File: src/rtl/cic_comp_pkg.sv
// cic_comp_pkg: shared types and constants for the CIC compensation FIR.
//   - state_t     : FSM states (IDLE, MAC, OUT)
//   - *_DEF       : default widths used by cic_comp_fir
//   - COEF        : per-decimation-code coefficient ROM, signed Q1.14,
//                   U unique taps each (index U-1 is the centre tap)
//   - clamp_decim : maps decim_sel codes above 4 onto 4
package cic_comp_pkg;

    localparam int IN_W_DEF      = 32;
    localparam int OUT_W_DEF     = 16;
    localparam int COEF_W_DEF    = 16;
    localparam int COEF_FRAC_DEF = 14;
    localparam int N_TAPS_DEF    = 11;
    localparam int ACC_W_DEF     = 52;
    localparam int U_DEF         = (N_TAPS_DEF + 1) / 2;
    localparam int N_KSETS       = 5;

    typedef enum logic [1:0] {
        ST_IDLE = 2'd0,
        ST_MAC  = 2'd1,
        ST_OUT  = 2'd2
    } state_t;

    // Row 0 (R=1) is never used for filtering; it is kept as an identity
    // response so the ROM shape stays regular.
    localparam logic signed [COEF_W_DEF-1:0] COEF [N_KSETS][U_DEF] = '{
        '{ 16'sd0,    16'sd0,   16'sd0,    16'sd0,   16'sd0,     16'sd16384 },
        '{ -16'sd20,  16'sd60,  -16'sd150, 16'sd380, -16'sd1000, 16'sd17830 },
        '{ -16'sd32,  16'sd100, -16'sd250, 16'sd600, -16'sd1600, 16'sd18700 },
        '{ -16'sd48,  16'sd140, -16'sd340, 16'sd800, -16'sd2000, 16'sd19300 },
        '{ -16'sd64,  16'sd180, -16'sd420, 16'sd960, -16'sd2400, 16'sd19900 }
    };

    function automatic logic [2:0] clamp_decim(input logic [2:0] sel);
        return (sel > 3'd4) ? 3'd4 : sel;
    endfunction

endpackage

File: src/rtl/cic_comp_mac.sv
// cic_comp_mac: symmetric-FIR pre-add / multiply / accumulate datapath.
//   clk_i, rst_i : clock, asynchronous active-high reset
//   clr_i        : clear accumulator (wins over en_i)
//   en_i         : acc += (a_i + b_i) * coef_i
//   a_i, b_i     : signed tap pair (b_i = 0 for the centre tap)
//   coef_i       : signed coefficient
//   acc_o        : signed accumulator
module cic_comp_mac #(
    parameter int IN_W   = 32,
    parameter int COEF_W = 16,
    parameter int ACC_W  = 52
) (
    input  logic                     clk_i,
    input  logic                     rst_i,
    input  logic                     clr_i,
    input  logic                     en_i,
    input  logic signed [IN_W-1:0]   a_i,
    input  logic signed [IN_W-1:0]   b_i,
    input  logic signed [COEF_W-1:0] coef_i,
    output logic signed [ACC_W-1:0]  acc_o
);
    localparam int PW = IN_W + 1;

    logic signed [PW-1:0]        pre_sum;
    logic signed [PW+COEF_W-1:0] product;
    logic signed [ACC_W-1:0]     acc_q, acc_d;

    // One extra bit on the pre-add so the sum of two full-scale taps never wraps.
    assign pre_sum = PW'(a_i) + PW'(b_i);
    assign product = pre_sum * coef_i;

    always_comb begin
        acc_d = acc_q;
        if (clr_i) begin
            acc_d = '0;
        end else if (en_i) begin
            acc_d = acc_q + ACC_W'(product);
        end
    end

    always_ff @(posedge clk_i or posedge rst_i) begin
        if (rst_i) begin
            acc_q <= '0;
        end else begin
            acc_q <= acc_d;
        end
    end

    assign acc_o = acc_q;

endmodule

File: src/rtl/cic_comp_fir.sv
// cic_comp_fir: 11-tap symmetric compensation FIR behind the CIC decimator.
// One pre-add/MAC unit is time-multiplexed over the U unique coefficients.
//   clk, rst    : clock, asynchronous active-high reset
//   clk_enable  : global qualifier, all state holds when low
//   enable      : low flushes FSM, accumulator, delay line, hold, overrun
//   decim_sel   : decimation code, clamped to 4, selects coefficient set
//   in_valid    : one-cycle sample strobe; in_sample : signed wide sample
//   out_sample  : rounded, saturated Q1.15; out_valid : one-cycle strobe
//   overrun     : sticky dropped-sample flag; busy : FSM not in IDLE
// Handshake: no backpressure. An in_valid seen while busy goes to a one-entry
// hold register; a second one while that is full is dropped and flagged.
module cic_comp_fir
    import cic_comp_pkg::*;
#(
    parameter int IN_W      = IN_W_DEF,
    parameter int OUT_W     = OUT_W_DEF,
    parameter int COEF_W    = COEF_W_DEF,
    parameter int COEF_FRAC = COEF_FRAC_DEF,
    parameter int N_TAPS    = N_TAPS_DEF,
    parameter int ACC_W     = ACC_W_DEF
) (
    input  logic                    clk,
    input  logic                    rst,
    input  logic                    clk_enable,
    input  logic                    enable,
    input  logic [2:0]              decim_sel,
    input  logic                    in_valid,
    input  logic signed [IN_W-1:0]  in_sample,
    output logic signed [OUT_W-1:0] out_sample,
    output logic                    out_valid,
    output logic                    overrun,
    output logic                    busy
);
    localparam int U  = (N_TAPS + 1) / 2;
    localparam int JW = $clog2(U);
    localparam int XW = $clog2(N_TAPS);
    localparam logic signed [ACC_W-1:0] SAT_MAX = ACC_W'((2 ** (OUT_W - 1)) - 1);
    localparam logic signed [ACC_W-1:0] SAT_MIN = -SAT_MAX - 1;
    localparam logic signed [ACC_W-1:0] RND     = ACC_W'(2 ** (COEF_FRAC - 1));

    state_t                   state_q, state_d;
    logic [JW-1:0]            j_q;
    logic [2:0]               k_q;
    logic signed [IN_W-1:0]   x_q [N_TAPS];
    logic                     hold_v_q;
    logic signed [IN_W-1:0]   hold_q;
    logic                     overrun_q;
    logic                     out_valid_q;
    logic signed [OUT_W-1:0]  out_q;

    logic                     capture;
    logic signed [IN_W-1:0]   cap_sample;
    logic [2:0]               cap_k;
    logic                     centre;
    logic [XW-1:0]            tap_j, tap_m;
    logic signed [IN_W-1:0]   mac_a, mac_b;
    logic signed [COEF_W-1:0] mac_coef;
    logic                     mac_clr, mac_en;
    logic signed [ACC_W-1:0]  acc, acc_shr;

    function automatic logic signed [OUT_W-1:0] sat_out(input logic signed [ACC_W-1:0] v);
        if (v > SAT_MAX) return SAT_MAX[OUT_W-1:0];
        else if (v < SAT_MIN) return SAT_MIN[OUT_W-1:0];
        else return v[OUT_W-1:0];
    endfunction

    // The held sample is older than any new strobe, so it is taken first.
    assign capture    = enable && (state_q == ST_IDLE) && (in_valid || hold_v_q);
    assign cap_sample = hold_v_q ? hold_q : in_sample;
    assign cap_k      = clamp_decim(decim_sel);

    // Tap pair for MAC step j: x[j] + x[N_TAPS-1-j]; the centre tap has no partner.
    assign centre   = (j_q == JW'(U - 1));
    assign tap_j    = XW'(j_q);
    assign tap_m    = XW'(N_TAPS - 1) - tap_j;
    assign mac_a    = x_q[tap_j];
    assign mac_b    = centre ? '0 : x_q[tap_m];
    assign mac_coef = COEF[k_q][j_q];
    assign mac_clr  = clk_enable && (!enable || capture);
    assign mac_en   = clk_enable && enable && (state_q == ST_MAC);
    assign acc_shr  = (acc + RND) >>> COEF_FRAC;

    cic_comp_mac #(
        .IN_W   (IN_W),
        .COEF_W (COEF_W),
        .ACC_W  (ACC_W)
    ) u_mac (
        .clk_i  (clk),
        .rst_i  (rst),
        .clr_i  (mac_clr),
        .en_i   (mac_en),
        .a_i    (mac_a),
        .b_i    (mac_b),
        .coef_i (mac_coef),
        .acc_o  (acc)
    );

    always_comb begin
        state_d = state_q;
        if (!enable) begin
            state_d = ST_IDLE;
        end else begin
            case (state_q)
                ST_IDLE: if (capture) state_d = (cap_k == 3'd0) ? ST_OUT : ST_MAC;
                ST_MAC:  if (centre) state_d = ST_OUT;
                ST_OUT:  state_d = ST_IDLE;
                default: state_d = ST_IDLE;
            endcase
        end
    end

    always_ff @(posedge clk or posedge rst) begin
        if (rst) begin
            state_q <= ST_IDLE;
        end else if (clk_enable) begin
            state_q <= state_d;
        end
    end

    always_ff @(posedge clk or posedge rst) begin
        if (rst) begin
            j_q         <= '0;
            k_q         <= '0;
            hold_v_q    <= 1'b0;
            hold_q      <= '0;
            overrun_q   <= 1'b0;
            out_valid_q <= 1'b0;
            out_q       <= '0;
            for (int i = 0; i < N_TAPS; i++) x_q[i] <= '0;
        end else if (clk_enable) begin
            out_valid_q <= 1'b0;
            if (!enable) begin
                // out_q deliberately keeps the last emitted sample.
                j_q       <= '0;
                hold_v_q  <= 1'b0;
                hold_q    <= '0;
                overrun_q <= 1'b0;
                for (int i = 0; i < N_TAPS; i++) x_q[i] <= '0;
            end else begin
                if (capture) begin
                    x_q[0] <= cap_sample;
                    for (int i = 1; i < N_TAPS; i++) x_q[i] <= x_q[i-1];
                    k_q <= cap_k;
                    j_q <= '0;
                end
                if (state_q == ST_MAC) begin
                    j_q <= j_q + JW'(1);
                end
                if (state_q == ST_IDLE) begin
                    // Held sample is consumed now; a simultaneous strobe refills it.
                    if (hold_v_q) begin
                        hold_v_q <= in_valid;
                        if (in_valid) hold_q <= in_sample;
                    end
                end else if (in_valid) begin
                    if (!hold_v_q) begin
                        hold_v_q <= 1'b1;
                        hold_q   <= in_sample;
                    end else begin
                        overrun_q <= 1'b1;
                    end
                end
                if (state_q == ST_OUT) begin
                    out_valid_q <= 1'b1;
                    out_q <= (k_q == 3'd0) ? sat_out(ACC_W'(x_q[0])) : sat_out(acc_shr);
                end
            end
        end
    end

    assign out_sample = out_q;
    assign out_valid  = out_valid_q;
    assign overrun    = overrun_q;
    assign busy       = (state_q != ST_IDLE);

endmodule

File: config.mk
export PLATFORM = sky130hd
export DESIGN_NAME = cic_comp_fir
export DESIGN_NICKNAME = d
export VERILOG_FILES = /design/src/rtl/cic_comp_pkg.sv /design/src/rtl/cic_comp_mac.sv /design/src/rtl/cic_comp_fir.sv
export SDC_FILE = /design/constraint.sdc
export NUM_CORES = 2
export LEC_CHECK = 0
export BUFFER_PORTS_ARGS = -buffer_cell sky130_fd_sc_hd__buf_2
export CORE_ASPECT_RATIO = 0.75
export CORE_MARGIN = 1.5
export CORE_UTILIZATION = 35
export DETAILED_ROUTE_END_ITERATION = 6
export SETUP_SLACK_MARGIN = 0.2
export SLEW_MARGIN = 40
export SYNTH_ARGS = -nofsm -noshare
export SYNTH_HDL_FRONTEND = slang
export SYNTH_SLANG_ARGS = --single-unit
File: constraint.sdc
create_clock -name clk -period 34.4 [get_ports clk]
set_input_delay 0 -clock clk [delete_from_list [all_inputs] [get_ports clk]]
set_output_delay 0 -clock clk [all_outputs]
set_load 0.02 [all_outputs]
# Word-level counts from Yosys, hierarchy flattened
# Memory sizes are Yosys's and may differ from the RTL's.
# Cells that the tools add are included.
totals:
  regBits: 463
  romBits: 768
  input_bits: 40
  elab_cells: 120
  memories: 1
classes:
  addsub: 5
  n_mul: 1
  magnitude_cmp: 9
  n_eq_ne: 13
  muxes: 46
  n_bitwise: 4
  n_reduce_logical: 21
memory_table:
  columns: ["memory", "depth", "width", "read_ports", "rd_clocked_by_memory_dff", "wr", "line_no", "rtl"]
  rows:
  - ["(no name shown)", 8, 96, 1, 0, 0, "cic_comp_fir.sv:78", "assign mac_coef = COEF[k_q][j_q];"]
op_table:
  columns: ["operator", "n"]
  rows:
  - ["352-bit 2-to-1 mux", 2]
  - ["32-bit 2-to-1 mux", 11]
  - ["32-bit binary-select mux with 4-bit select", 2]
  - ["96-bit 2-to-1 mux", 2]
  - ["16-bit 2-to-1 mux", 7]
  - ["52-bit 2-to-1 mux", 2]
  - ["52-bit by 15-bit adder with 52-bit output, second input constant", 1]
  - ["52-bit by 49-bit adder with 52-bit output", 1]
  - ["33-bit by 16-bit multiplier with 49-bit output", 1]
  - ["16-bit binary-select mux with 3-bit select", 1]
  - ["38-bit by 16-bit greater-than comparator with 1-bit output, second input constant", 1]
  - ["38-bit by 16-bit less-than comparator with 1-bit output, second input constant", 1]
  - ["32-bit by 32-bit adder with 33-bit output", 1]
  - ["32-bit by 16-bit greater-than comparator with 1-bit output, second input constant", 1]
  - ["32-bit by 16-bit less-than comparator with 1-bit output, second input constant", 1]
  - ["3-bit 2-to-1 mux", 4]
  - ["3-bit != test, second input constant", 4]
  - ["5-bit >= comparator, second input constant", 2]
  - ["1-bit 2-to-1 mux", 10]
  - ["3-bit AND reduction", 3]
  - ["4-bit >= comparator, second input constant", 2]
  - ["2-bit 2-to-1 mux", 4]
  - ["3-bit inverter with 4-bit output", 2]
  - ["4-bit AND reduction", 2]
  - ["19 further kinds", 31]

# Longest topological paths before layout
depth:
  depth_word: 11
  mapped_depth: 46
  mapped_depth_nobuf: 40

# Hierarchy
# Synthesis repeated with hierarchy kept, for this count alone.
hier_totals:
  cells_unflattened: 4656
  hier_area_um2: 46255.6
by_module_without_submodules:
  columns: ["module", "instances", "cells_each", "area_each_um2", "seq_area_each_um2"]
  rows:
  - ["cic_comp_mac", 1, 2698, 24071.8, 1301.2]
  - ["cic_comp_fir", 1, 1958, 22183.8, 10284.9]

# Worst setup path before layout
# Ideal clock, no wire load.
synth_path:
  kind: "register to register"
  start: "register j_q[1]"
  end: "register u_mac.acc_q[49] (netlist: u_mac.acc_o[49])"
  t_arrival_ns: 10.781
  required_ns: 34.268
  setup_slack_ns: 23.488
  path_stages_with_launch: 44
  synth_period_minus_slack_ns: 10.912
  cell_sequence: "dfrtp_1 > clkbuf_1 > inv_1 > clkbuf_1 > buf_1 > ha_1 > clkbuf_1 > clkbuf_1 > clkbuf_1 > mux2i_1 > nor2_1 > a21oi_1 > nor2_1 > ha_1 > buf_2 > nand2_1 > or3_1 > a31oi_1 > [... 8 more ...] > inv_1 > fa_1 > fa_1 > fa_1 > inv_1 > fa_1 > inv_1 > ha_1 > clkbuf_1 > nand2_1 > o21ai_0 > nand3b_1 > nor3_1 > o31ai_1 > a21oi_1 > a2111oi_2 > mux2i_1 > o21ai_1"
synth_between:
  elab_chain_len: 11
  elab_cells_between_ends: 20
  classes_between: "add/sub: 3; mul: 1; eq/ne: 1; mux: 12; bitwise: 3"
synth_rtl:
  columns: ["element", "line_no", "rtl"]
  rows:
  - ["start: declaration", "cic_comp_fir.sv:42", "logic [JW-1:0] j_q;"]
  - ["start signal: assignment", "cic_comp_fir.sv:147", "j_q <= j_q + JW'(1);"]
  - ["4-bit by 3-bit subtractor with 4-bit output", "cic_comp_fir.sv:75", "assign tap_m = XW'(N_TAPS - 1) - tap_j;"]
  - ["4-bit inverter with 5-bit output (implied by the code)", "cic_comp_fir.sv:77", "assign mac_b = centre ? '0 : x_q[tap_m];"]
  - ["32-bit binary-select mux with 4-bit select", "cic_comp_fir.sv:77", null]
  - ["32-bit 2-to-1 mux (implied by the code) (2 in series)", "cic_comp_fir.sv:77", null]
  - ["32-bit 2-to-1 mux", "cic_comp_fir.sv:77", null]
  - ["32-bit by 32-bit adder with 33-bit output", "cic_comp_mac.sv:29", "assign pre_sum = PW'(a_i) + PW'(b_i);"]
  - ["33-bit by 16-bit multiplier with 49-bit output (*)", "cic_comp_mac.sv:30", "assign product = pre_sum * coef_i;"]
  - ["52-bit by 49-bit adder with 52-bit output (*)", "cic_comp_mac.sv:37", "acc_d = acc_q + ACC_W'(product);"]
  - ["52-bit 2-to-1 mux (*)", "cic_comp_mac.sv:36", "end else if (en_i) begin"]
  - ["52-bit 2-to-1 mux (*)", "cic_comp_mac.sv:34", "if (clr_i) begin"]
  - ["end signal: assignment", "cic_comp_mac.sv:43", "acc_q <= '0;"]
  - ["end signal: assignment", "cic_comp_mac.sv:45", "acc_q <= acc_d;"]
  - ["end: declaration", "cic_comp_mac.sv:26", "logic signed [ACC_W-1:0] acc_q, acc_d;"]
# Mark *: on every way between the ends. The rest lies on a longest branch, timed or not. The select of a mux whose other input is x is not followed.
# A chain may end at the register's enable or synchronous reset.

# Worst setup path in the final report
layout_path:
  start: "register j_q[1]"
  end: "register u_mac.acc_q[43] (netlist: u_mac.acc_o[43])"
# Same word-level chain as after synthesis.

==> key figures <==
Global routing
  – Vias in the first global route: around 34000
  – Initial antenna violation count: 1
  – Total GRT Usage: 21.0%
  – Global-route wire length before repair: around 210000 µm
  – GRT overflow: 0
  – Largest net degree at the start of global routing: roughly 170

Drt
  – Avg WL per Cell: ~22 µm
  – Routed wl met2: 54600 µm
  – Met3 WL: roughly 13000 µm
  – Drt total wl: between 100000 and 150000 µm
  – Initial DRC count: between 3000 and 4000
  – Via count: roughly 34000
  – DR top layer: met4
  – DRC: 0
  – M1 WL: roughly 60000 µm
  – Vias per cell: between 5 and 6
  – First drt pass iteration count: 5
  – Post-detailed-route count of antenna-violating nets: 0

Floorplan
  – Die Wd: ~410 µm
  – # rows: between 100 and 150
  – Die height: 309 µm
  – Die ar.: around 130000 µm²
  – Starting Density: about a third
  – Num ports: a little under 60
  – Core area: 124000 µm²

Setup path
  – CP Launch Type: register
  – Critical path class: reg -> reg
  – Crit end category: register
  – Worst path required time: about 35 ns
  – Critical-path maximum fanout: between 40 and 50
  – Slowest cell delay on critical path: roughly 0.7 ns
  – CP dominant cell by count: fa_1
  – Slowest-stage cell, CP: a21oi_1
  – CP arrival: roughly 14 ns
  – Worst reg2reg path depth: 41

Placed design
  – Final HPWL DP: about 95000 µm
  – Port bufs: 58
  – Gpl congestion: roughly 0.94

Logic synthesis
  – Mapped cell area: between 40000 and 50000 µm²
  – Flops & latches, synth: ~460
  – Post-synth EDFFs: 0
  – Mapped Cells: around 4400
  – Post-Synth Simple-Gate Area: a little under an eighth
  – Area share of the largest cell type after synthesis: around a quarter
  – Synth cell types: 84
  – Post-synthesis xor/xnor area fraction: ~2.2%
  – Sequential-to-total area share from yosys stat: approximately a quarter
  – Net Count, Synth: 5134
  – Compound-cell area share of the yosys netlist: between 10% and 20%
  – Syn. warnings: 0
  – Post-synthesis adder-cell area fraction: approximately 29%
  – Cell taking the most area after synthesis: dfrtp_1
  – Top_reg_cell synth: dfrtp_1
  – Most frequent cells after synthesis: inv_1 (614), nand2_1 (589), fa_1 (516)
  – Largest family of logic cells by synthesized area: adder cells
  – Cell with the most instances after synthesis: inv_1
  – Synth area leaders: dfrtp_1 (26%), fa_1 (24%), a22o_1 (7.3%), mux4_2 (6.6%), inv_1 (5.3%)
  – Mux share of post-synthesis cell area: under 10%
  – Async SR Flop Fraction: between 90% and 100%
  – Syn avg cell area: 9.92 µm²

Timing
  – Slew Viols, Final: 0
  – Final Setup Violations: 0
  – Clk_skew: between 0.04 and 0.05 ns
  – Final period util: between 30% and 40%
  – Post-route setup TNS: 0 ns
  – RSZ-0062 raised after global routing: false
  – Minimum clock period: about 14 ns
  – Fmax: around 0.073 GHz
  – Max_slew headroom: a little under two fifths
  – Least-Margin Pin Slew: about 0.93 ns
  – Final hold violation count: 0

Clock tree
  – Hold buffers post-CTS: 58
  – Clock transition at path regs: 0.07 ns
  – H-tree Lvls: 2
  – Post-CTS resize count: 0
  – Postcts setup bufs: 0
  – Num Clock Sinks: 462
  – CTS tree: built
  – CTS Buf Count: 50
  – Clock root buffer master: clkbuf_16
  – Worst skew pair latency: ~0.66 ns
  – Clock Tree Buf Depth: 3

Job
  – Max Cap Viol: 0

Layout
  – Filler cells: ~12000
  – Synth-to-layout area growth: 11.1%
  – Final nets: 5105
  – Share of cells above drive strength 1: about a tenth

Outcome
  – Status: finished, final reports clean

Hold path
  – Hold crit path type: in -> async
## critical path, delay by kind of cell (launching register included)
family,cells,cell delay (ns)
simple gates,8,1.95
buf+inv,7,1.71
mux,2,0.40
xor+xnor,2,0.67
fa+ha+maj,10,4.47
compound gates,12,3.61
flops,1,0.65
## path summary, 6_finish.rpt
check / from / to / slack (ns)
hold / removal: rst / x_q[328] / 0.03
setup reg to reg: j_q[1] / u_mac.acc_o[43] / 20.78
min in group clk: in_sample[9] / hold_q[9] / 0.14
max in group asynchronous: rst / u_mac.acc_o[26] / 32.42
setup / recovery: j_q[1] / u_mac.acc_o[43] / 20.78
hold reg to reg: out_valid / out_valid / 0.48
## layer usage
| metal | vias up | GRT usage [%] |
|---|---|---|
| li1 | 14782 | - |
| met1 | 17605 | 31.6 |
| met2 | 1356 | 29.6 |
| met3 | 176 | 5.29 |
| met4 | 0 | 5.35 |
| met5 | - | 0 |
## cells in the final DEF (no fill, tap or decap), drive strengths merged, types with 128 or more instances in the layout
cell     n
fa     516
mux4   128
o21ai  149
nand2  589
nor2   264
buf    142
dfrtp  462
ha     173
a21oi  135
a22o   362
inv    618
## stage by stage
step           hold WS, ns  worst slack (ns)  instance area, µm²  instances  utilization (%)
2_1_floorplan        0.117             21.52               43700       4405                -
3_3_place_gp         0.240             21.46               45800       5913             36.9
3_5_place_dp         0.203             21.17               46000       5916             37.0
4_1_cts             0.0487             21.14               48400       6068             39.0
5_1_grt              0.110             20.23               48600       6071             39.1
6_report            0.0292             20.78               48600       6072             39.1
## cell type report
class / count / area (µm²) / share of cell area, %
Antenna cell: 1 / 2.50 / 0.00515
Clock buffer: 66 / 1400 / 2.89
Clock inverter: 28 / 464 / 0.956
Inverter: 618 / 2330 / 4.80
Multi-Input combinational cell: 3044 / 29100 / 59.9
Sequential cell: 462 / 11600 / 23.8
Tap cell: 1653 / 2070 / 4.26
Timing Repair Buffer: 200 / 1650 / 3.39
## flip-flops by register name, summed over array words and instances (netlist names)
name and cells:
u_mac.acc_o 51, out_valid 1, j_q 3, out_sample 16, state_q 2, hold_v_q 1
overrun 1, x_q 352, hold_q 32, k_q 3
## logic make-up after synthesis
| logic type | Yosys count |
|---|---|
| xor gates and xnor gates | 110 |
| adders and majority gates | 689 |
| and+or+nand+nor | 1135 |
| muxes | 239 |
| buffers and inverters | 899 |
| AOI/OAI and AO/OA | 871 |
| DFF | 462 |
Power is not shown: default switching activity piles up to over one toggle a cycle in this logic, so the estimate is an artifact.
